$ cat src/rtl/traceback_unit_pkg.sv
// traceback_unit_pkg: constants and FSM state encoding for the traceback unit.
// Holds trellis sizes (K=6, 32 states) and the default traceback depth.
// No ports; imported by traceback_unit and tb_ring_buf.
package traceback_unit_pkg;

  localparam int SM_WIDTH   = 8;
  localparam int STATE_W    = 5;
  localparam int N_STATES   = 32;
  localparam int TB_LEN_DEF = 32;

  typedef enum logic [1:0] {
    IDLE  = 2'd0,
    TRACE = 2'd1,
    OUT   = 2'd2
  } tb_state_e;

endpackage

$ cat src/rtl/tb_ring_buf.sv
// tb_ring_buf: DEPTH x WIDTH flop ring buffer holding survivor decision vectors.
// Ports: clk; wr_en/wr_addr/wr_data synchronous write port; rd_addr/rd_data combinational read.
// Contents are deliberately not reset; every entry is written before it is traced.
module tb_ring_buf
  import traceback_unit_pkg::*;
#(
  parameter int DEPTH = TB_LEN_DEF,
  parameter int WIDTH = N_STATES,
  parameter int AW    = $clog2(DEPTH)
) (
  input  logic             clk,
  input  logic             wr_en,
  input  logic [AW-1:0]    wr_addr,
  input  logic [WIDTH-1:0] wr_data,
  input  logic [AW-1:0]    rd_addr,
  output logic [WIDTH-1:0] rd_data
);

  logic [WIDTH-1:0] mem [DEPTH];

  always_ff @(posedge clk) begin
    if (wr_en) begin
      mem[wr_addr] <= wr_data;
    end
  end

  assign rd_data = mem[rd_addr];

endmodule

$ cat src/rtl/traceback_unit.sv
// traceback_unit: Viterbi survivor traceback over a TB_LEN-deep ring of decision vectors.
// Ports: clk, rst_n; step input in_valid/in_ready/dec_bits/best_state; bit output out_valid/out_ready/out_bit.
// Accept-to-out_valid TB_LEN+1 cycles; in_ready only in IDLE; out_bit held until out_ready.
// Optional macro TB_FLUSH_EN: adds input flush and emits the TB_LEN-1 trailing bits after a flushed step.
module traceback_unit
  import traceback_unit_pkg::*;
#(
  parameter int TB_LEN   = TB_LEN_DEF,
  parameter int N_STATES = 32
) (
  input  logic                clk,
  input  logic                rst_n,
  input  logic                in_valid,
  output logic                in_ready,
  input  logic [N_STATES-1:0] dec_bits,
  input  logic [STATE_W-1:0]  best_state,
`ifdef TB_FLUSH_EN
  input  logic                flush,
`endif
  output logic                out_valid,
  input  logic                out_ready,
  output logic                out_bit
);

  localparam int PW = $clog2(TB_LEN);
  localparam int CW = $clog2(TB_LEN + 1);
  localparam logic [CW-1:0] FILL_LAST  = CW'(TB_LEN - 1);
  localparam logic [CW-1:0] FILL_MAX   = CW'(TB_LEN);
  localparam logic [PW-1:0] DEPTH_LAST = PW'(TB_LEN - 1);

  tb_state_e           state, state_nx;
  logic [PW-1:0]       wr_ptr, rd_ptr, trace_rem;
  logic [CW-1:0]       fill_cnt;
  logic [STATE_W-1:0]  cur_state;
  logic [N_STATES-1:0] rd_data;
  logic                accept, load, step, last;

`ifdef TB_FLUSH_EN
  // flush_cnt = trailing bits still to be traced; depth of the next one is flush_cnt.
  logic                flush_pend;
  logic [STATE_W-1:0]  flush_state;
  logic [PW-1:0]       flush_cnt;
  logic                relaunch, flush_done;
`endif

  tb_ring_buf #(
    .DEPTH(TB_LEN),
    .WIDTH(N_STATES)
  ) u_ring_buf (
    .clk     (clk),
    .wr_en   (accept),
    .wr_addr (wr_ptr),
    .wr_data (dec_bits),
    .rd_addr (rd_ptr),
    .rd_data (rd_data)
  );

  always_comb begin
    state_nx  = state;
    in_ready  = (state == IDLE);
    out_valid = (state == OUT);
    accept    = 1'b0;
    load      = 1'b0;
    step      = 1'b0;
    last      = 1'b0;
`ifdef TB_FLUSH_EN
    relaunch   = 1'b0;
    flush_done = 1'b0;
`endif
    case (state)
      IDLE: begin
        if (in_valid) begin
          accept = 1'b1;
          // Buffer holds TB_LEN steps once this one lands: start a full-depth trace.
          if (fill_cnt >= FILL_LAST) begin
            load     = 1'b1;
            state_nx = TRACE;
          end
        end
      end
      TRACE: begin
        step = 1'b1;
        if (trace_rem == '0) begin
          last     = 1'b1;
          state_nx = OUT;
        end
      end
      OUT: begin
        if (out_ready) begin
          state_nx = IDLE;
`ifdef TB_FLUSH_EN
          if (flush_pend) begin
            if (flush_cnt != '0) begin
              relaunch = 1'b1;
              state_nx = TRACE;
            end else begin
              flush_done = 1'b1;
            end
          end
`endif
        end
      end
      default: state_nx = IDLE;
    endcase
  end

  always_ff @(posedge clk or negedge rst_n) begin
    if (!rst_n) begin
      state     <= IDLE;
      wr_ptr    <= '0;
      rd_ptr    <= '0;
      fill_cnt  <= '0;
      cur_state <= '0;
      trace_rem <= '0;
      out_bit   <= 1'b0;
    end else begin
      state <= state_nx;
      if (accept) begin
        wr_ptr <= wr_ptr + 1'b1;
        if (fill_cnt != FILL_MAX) begin
          fill_cnt <= fill_cnt + 1'b1;
        end
      end
      if (load) begin
        // wr_ptr still addresses the entry being written this edge.
        cur_state <= best_state;
        rd_ptr    <= wr_ptr;
        trace_rem <= DEPTH_LAST;
      end else if (step) begin
        // Predecessor state: drop the newest bit (MSB), shift in the survivor decision.
        cur_state <= {cur_state[STATE_W-2:0], rd_data[cur_state]};
        rd_ptr    <= rd_ptr - 1'b1;
        trace_rem <= trace_rem - 1'b1;
        if (last) begin
          out_bit <= cur_state[STATE_W-1];
        end
      end
`ifdef TB_FLUSH_EN
      else if (relaunch) begin
        // Newest entry is one behind wr_ptr; each trailing trace is one step shallower.
        cur_state <= flush_state;
        rd_ptr    <= wr_ptr - 1'b1;
        trace_rem <= flush_cnt - 1'b1;
      end
      if (flush_done) begin
        fill_cnt <= '0;
      end
`endif
    end
  end

`ifdef TB_FLUSH_EN
  // flush only matters on the step that launches a trace; earlier steps have no output to follow.
  always_ff @(posedge clk or negedge rst_n) begin
    if (!rst_n) begin
      flush_pend  <= 1'b0;
      flush_state <= '0;
      flush_cnt   <= '0;
    end else if (load) begin
      flush_pend  <= flush;
      flush_state <= best_state;
      flush_cnt   <= DEPTH_LAST;
    end else if (relaunch) begin
      flush_cnt <= flush_cnt - 1'b1;
    end else if (flush_done) begin
      flush_pend <= 1'b0;
    end
  end
`endif

endmodule

$ cat config.mk
export PLATFORM = sky130hd
export DESIGN_NAME = traceback_unit
export DESIGN_NICKNAME = d
export VERILOG_FILES = /design/src/rtl/traceback_unit_pkg.sv /design/src/rtl/tb_ring_buf.sv /design/src/rtl/traceback_unit.sv
export SDC_FILE = /design/constraint.sdc
export NUM_CORES = 1
export LEC_CHECK = 0
export ABC_CLOCK_PERIOD_IN_PS = 4700
export BUFFER_PORTS_ARGS = -buffer_cell sky130_fd_sc_hd__buf_2
export CORE_MARGIN = 2
export CORE_UTILIZATION = 57
export DETAILED_ROUTE_END_ITERATION = 10
export GPL_TIMING_DRIVEN = 0
export MAX_ROUTING_LAYER = met4
export PLACE_DENSITY = 0.7
export SLEW_MARGIN = 5
export SYNTH_ARGS = -nofsm -noshare
export SYNTH_HDL_FRONTEND = slang
export SYNTH_HIERARCHICAL = 1
export SYNTH_SLANG_ARGS = --single-unit
$ cat constraint.sdc
create_clock -name clk -period 4.7 [get_ports clk]
set_input_delay 0.94 -clock clk [delete_from_list [all_inputs] [get_ports clk]]
set_output_delay 0.94 -clock clk [all_outputs]
set_load 0.03 [all_outputs]
==> impl_summary.txt <==
----------------------------------------------------
[Synth]
  Share of flip-flops with an asynchronous set or reset ... 0.0275
  Most area-hungry cell type in the Yosys netlist ... sky130_fd_sc_hd__edfxtp_1
  Post-synthesis instance area ... 0.0415 mm²
  Synthesis-stage register bit count ... 1053
  Post-Synthesis Net Count ... 2426
  Syn. warnings ... 6
  Synth Area per Inst ... 17.4 µm²
  Netlist cell types ... 51
  Gate count after technology mapping ... 2380
  Leading register cell type out of synthesis ... sky130_fd_sc_hd__edfxtp_1
  Yosys top cell area share ... 0.741
  Portion of the post-synthesis area used by sequential elements ... 0.759
  Count of flip-flops with a built-in enable after synthesis ... 1024
  Synth area leaders ... sky130_fd_sc_hd__edfxtp_1 74%, sky130_fd_sc_hd__mux2i_1 12%, sky130_fd_sc_hd__a22oi_1 1.8%

[CTS]
  CTS root buffer ... sky130_fd_sc_hd__clkbuf_16
  Clock buffer depth ... 3
  Number of instances resized during post-cts repair ... 0
  Quantity of hold-fixing buffers added after cts ... 0
  TritonCTS buffer count ... 102
  CTS sink cnt ... 1053
  # Post-CTS Setup Buffers ... 0
  Number of levels in the clock H-tree ... 3
  Clock slew seen by the registers of the worst setup and hold paths ... 0.07 ns
  TritonCTS clock tree ... yes
  Insertion delay to the later sink of the worst-skew pair ... 0.65 ns

[Global routing]
  Met1 routing resource usage after global routing ... 0.373
  Fraction of met3 tracks used by global routing ... 0.0384
  Antenna violations before repair ... 1
  First-pass GRT wire length ... 145000 µm
  Gr usage total ... 0.275
  Number of global-route vias before repair ... 22400
  GRT overflow ... 0
  Met2 Use GR ... 0.440
  Maximum number of pins on one net before global-route repair ... 33
  Most used routing layer ... met2

[Timing]
  Max Fclk ... 245 MHz
  Minimum clock period after layout ... 4.08 ns
  Setup repair after global routing missed its margin ... no
  Worst Skew ... 0.0159 ns
  Slew Limit Fails ... 0
  Slew @ Worst Pin ... 1.16 ns
  Final hold vios ... 0
  Relative slew slack ... 0.228
  Total of endpoints with negative setup slack in the final report ... 0
  Sum of negative setup slack ... 0 ns
  Minimum hold slack ... 0.321 ns
  Final cycle utilization of the critical path ... 0.868

[Drt]
  Number of vias per cell after detailed routing ... 6.27
  Iteration count of the initial detailed-routing pass ... 7
  Overall routed net length ... 98900 µm
  Drc violations ... 0
  Total vias in the final route ... 22500
  Antenna viol nets, final ... 0
  Average wire per standard cell ... 27.6 µm
  Initial detailed-routing violation count ... 2697

[Floorplanning]
  Total die area ... 0.0749 mm²
  Die Height ... 274 µm
  Core Rows ... 98
  Die X ... 274 µm
  Area of the core ... 0.0717 mm²
  IO Pins ... 44
  Initial cell density of the core ... 0.578

[Finish]
  Leading cell type in the layout, fill and taps excluded ... sky130_fd_sc_hd__edfxtp_1
  Commonest cells after routing, fill and taps aside ... 1024 x sky130_fd_sc_hd__edfxtp_1, 514 x sky130_fd_sc_hd__mux2i_1, 121 x sky130_fd_sc_hd__nand2_1
  Proportion of layout cells with a drive suffix above 1 ... 0.130
  Non-Filler Cell Area, Final ... 0.0471 mm²
  Synthesis-to-finish area growth ... 13.6%
  Filler cells ... 4802
  Net total in the final layout ... 2605

[Placed design]
  Half-perimeter wire length after detailed placement ... 63800 µm
  GP Congestion ... 0.888
  Buffers added on ports ... 43
  Instance area after placement ... 0.0438 mm²

[Status]
  Run status ... completed

[Pwr]
  Worst supply voltage drop on vdd ... 0.348 mV
  Power density over cell area ... 581 mW/mm²
  Leakage dissipation ... 16.8 nW

[Worst setup path]
  Crit path DAT ... 4.59 ns
  Number of buffer and inverter stages on the critical path ... 2
  Largest stage delay, worst path ... 0.60 ns
  Crit-path max FO ... 10
  Family of cells with the greatest summed delay on the critical path ... compound AO/OA/AOI/OAI gates
  CP Cell Sequence ... nor2_1, buf_2, clkbuf_1, a22o_1, nor3_1, a31oi_1, nand3_1, mux4_1, mux2_4, a221oi_2, o31ai_1
  Category of the worst setup path capture point ... register
  Type of origin of the critical path ... register
  Max stage delay cell, worst path ... sky130_fd_sc_hd__mux4_1
  Critical path required time ... 5.21 ns
  Critical setup path kind ... reg2reg

[Flow run]
  Max Cap Viol ... 0

[Min path]
  Kind of path behind the tightest hold check ... in2async

----------------------------------------------------
-- cells in the mapped netlist, drive strengths merged, types with 3 or more instances --
| cell | number |
|---|---|
| nor3 | 32 |
| a31oi | 32 |
| a21oi | 100 |
| and2 | 4 |
| o21ai | 8 |
| ha | 5 |
| nand2b | 4 |
| a22oi | 101 |
| nand3b | 5 |
| nor2 | 39 |
| dfrtp | 29 |
| mux2 | 3 |
| buf | 81 |
| nand3 | 100 |
| xnor2 | 10 |
| nand2 | 121 |
| mux2i | 514 |
| inv | 8 |
| or3b | 3 |
| mux4 | 7 |
| clkbuf | 53 |
| edfxtp | 1024 |
| a22o | 64 |
| nor2b | 4 |
| nand4 | 4 |
-- stage by stage --
| stage | util | total power, mW | instances | worst slack (ns) |
|---|---|---|---|---|
| 2_1_floorplan | - | 16.4 | 2380 | 0.792 |
| 3_3_place_gp | 0.598 | 19.1 | 3373 | -0.868 |
| 3_5_place_dp | 0.611 | 19.4 | 3405 | 0.718 |
| 4_1_cts | 0.657 | 27.4 | 3584 | 0.652 |
| 5_1_grt | 0.657 | 28.3 | 3585 | 0.439 |
| 6_report | 0.657 | 27.4 | 3586 | 0.621 |
-- worst register-to-register path, stage by stage (launching register included) --
cell and delay, ns:
sky130_fd_sc_hd__dfrtp_1 0.49, sky130_fd_sc_hd__nor2_1 0.17, sky130_fd_sc_hd__buf_2 0.30, sky130_fd_sc_hd__clkbuf_1 0.53, sky130_fd_sc_hd__a22o_1 0.25, sky130_fd_sc_hd__nor3_1 0.07, sky130_fd_sc_hd__a31oi_1 0.58, sky130_fd_sc_hd__nand3_1 0.28
sky130_fd_sc_hd__mux4_1 0.60, sky130_fd_sc_hd__mux2_4 0.30, sky130_fd_sc_hd__a221oi_2 0.30, sky130_fd_sc_hd__o31ai_1 0.09
-- cell families (layout without fill, tap and decap cells) --
logic type      after synthesis  in the layout  share of synthesized area
simple gates                326            326                     0.0361
compound gates              318            318                     0.0524
fa+ha+maj                     5              5                    0.00151
mux                         524            524                      0.129
flops                      1053           1053                      0.759
other cells                   0              2                          0
xor+xnor                     12             12                    0.00253
buf+inv                     142            396                     0.0197
-- power by group --
| group | switching (mW) | total (mW) | leakage (nW) | internal [mW] |
|---|---|---|---|---|
| clock | 3.30 | 7.96 | 1.60 | 4.66 |
| combinational | 5.39 | 8.40 | 5.67 | 3.01 |
| sequential | 0.241 | 11.0 | 9.56 | 10.8 |
-- layer usage --
layer / wire [µm] / up-vias
met3: 7490 / 176
met5: 0 / -
met2: 48400 / 978
met4: 2790 / 0
li1: - / 9770
met1: 40200 / 11600
-- final timing paths --
check	slack (ns)	end	from	cells past startpoint
max	0.62	cur_state[0]	rd_ptr[2]	11
min	0.32	trace_rem[1]	rst_n	1
max reg2reg	0.62	cur_state[0]	rd_ptr[2]	11
min reg2reg	0.50	out_bit	out_bit	2
max in group asynchronous	3.95	wr_ptr[0]	rst_n	1
min in group clk	0.50	out_bit	out_bit	2
-- layout make-up --
| class | count | area [µm²] | share of cell area |
|---|---|---|---|
| antenna | 2 | 5.00 | 0.000106 |
| multi-input combinational | 1185 | 9420 | 0.200 |
| tap | 950 | 1190 | 0.0252 |
| buffer | 134 | 788 | 0.0167 |
| clock buffer | 127 | 2780 | 0.0591 |
| timing repair buffer | 75 | 931 | 0.0198 |
| inverter | 8 | 30.0 | 0.000638 |
| clock inverter | 52 | 478 | 0.0101 |
| sequential | 1053 | 31500 | 0.668 |
-- state kept, by name (all words and copies together), names as in the netlist --
signal / count
cur_state: 5
u_ring_buf/mem: 1024
state: 2
trace_rem: 5
rd_ptr: 5
fill_cnt: 6
out_bit: 1
wr_ptr: 5
Power figures use the tool's default switching activity.
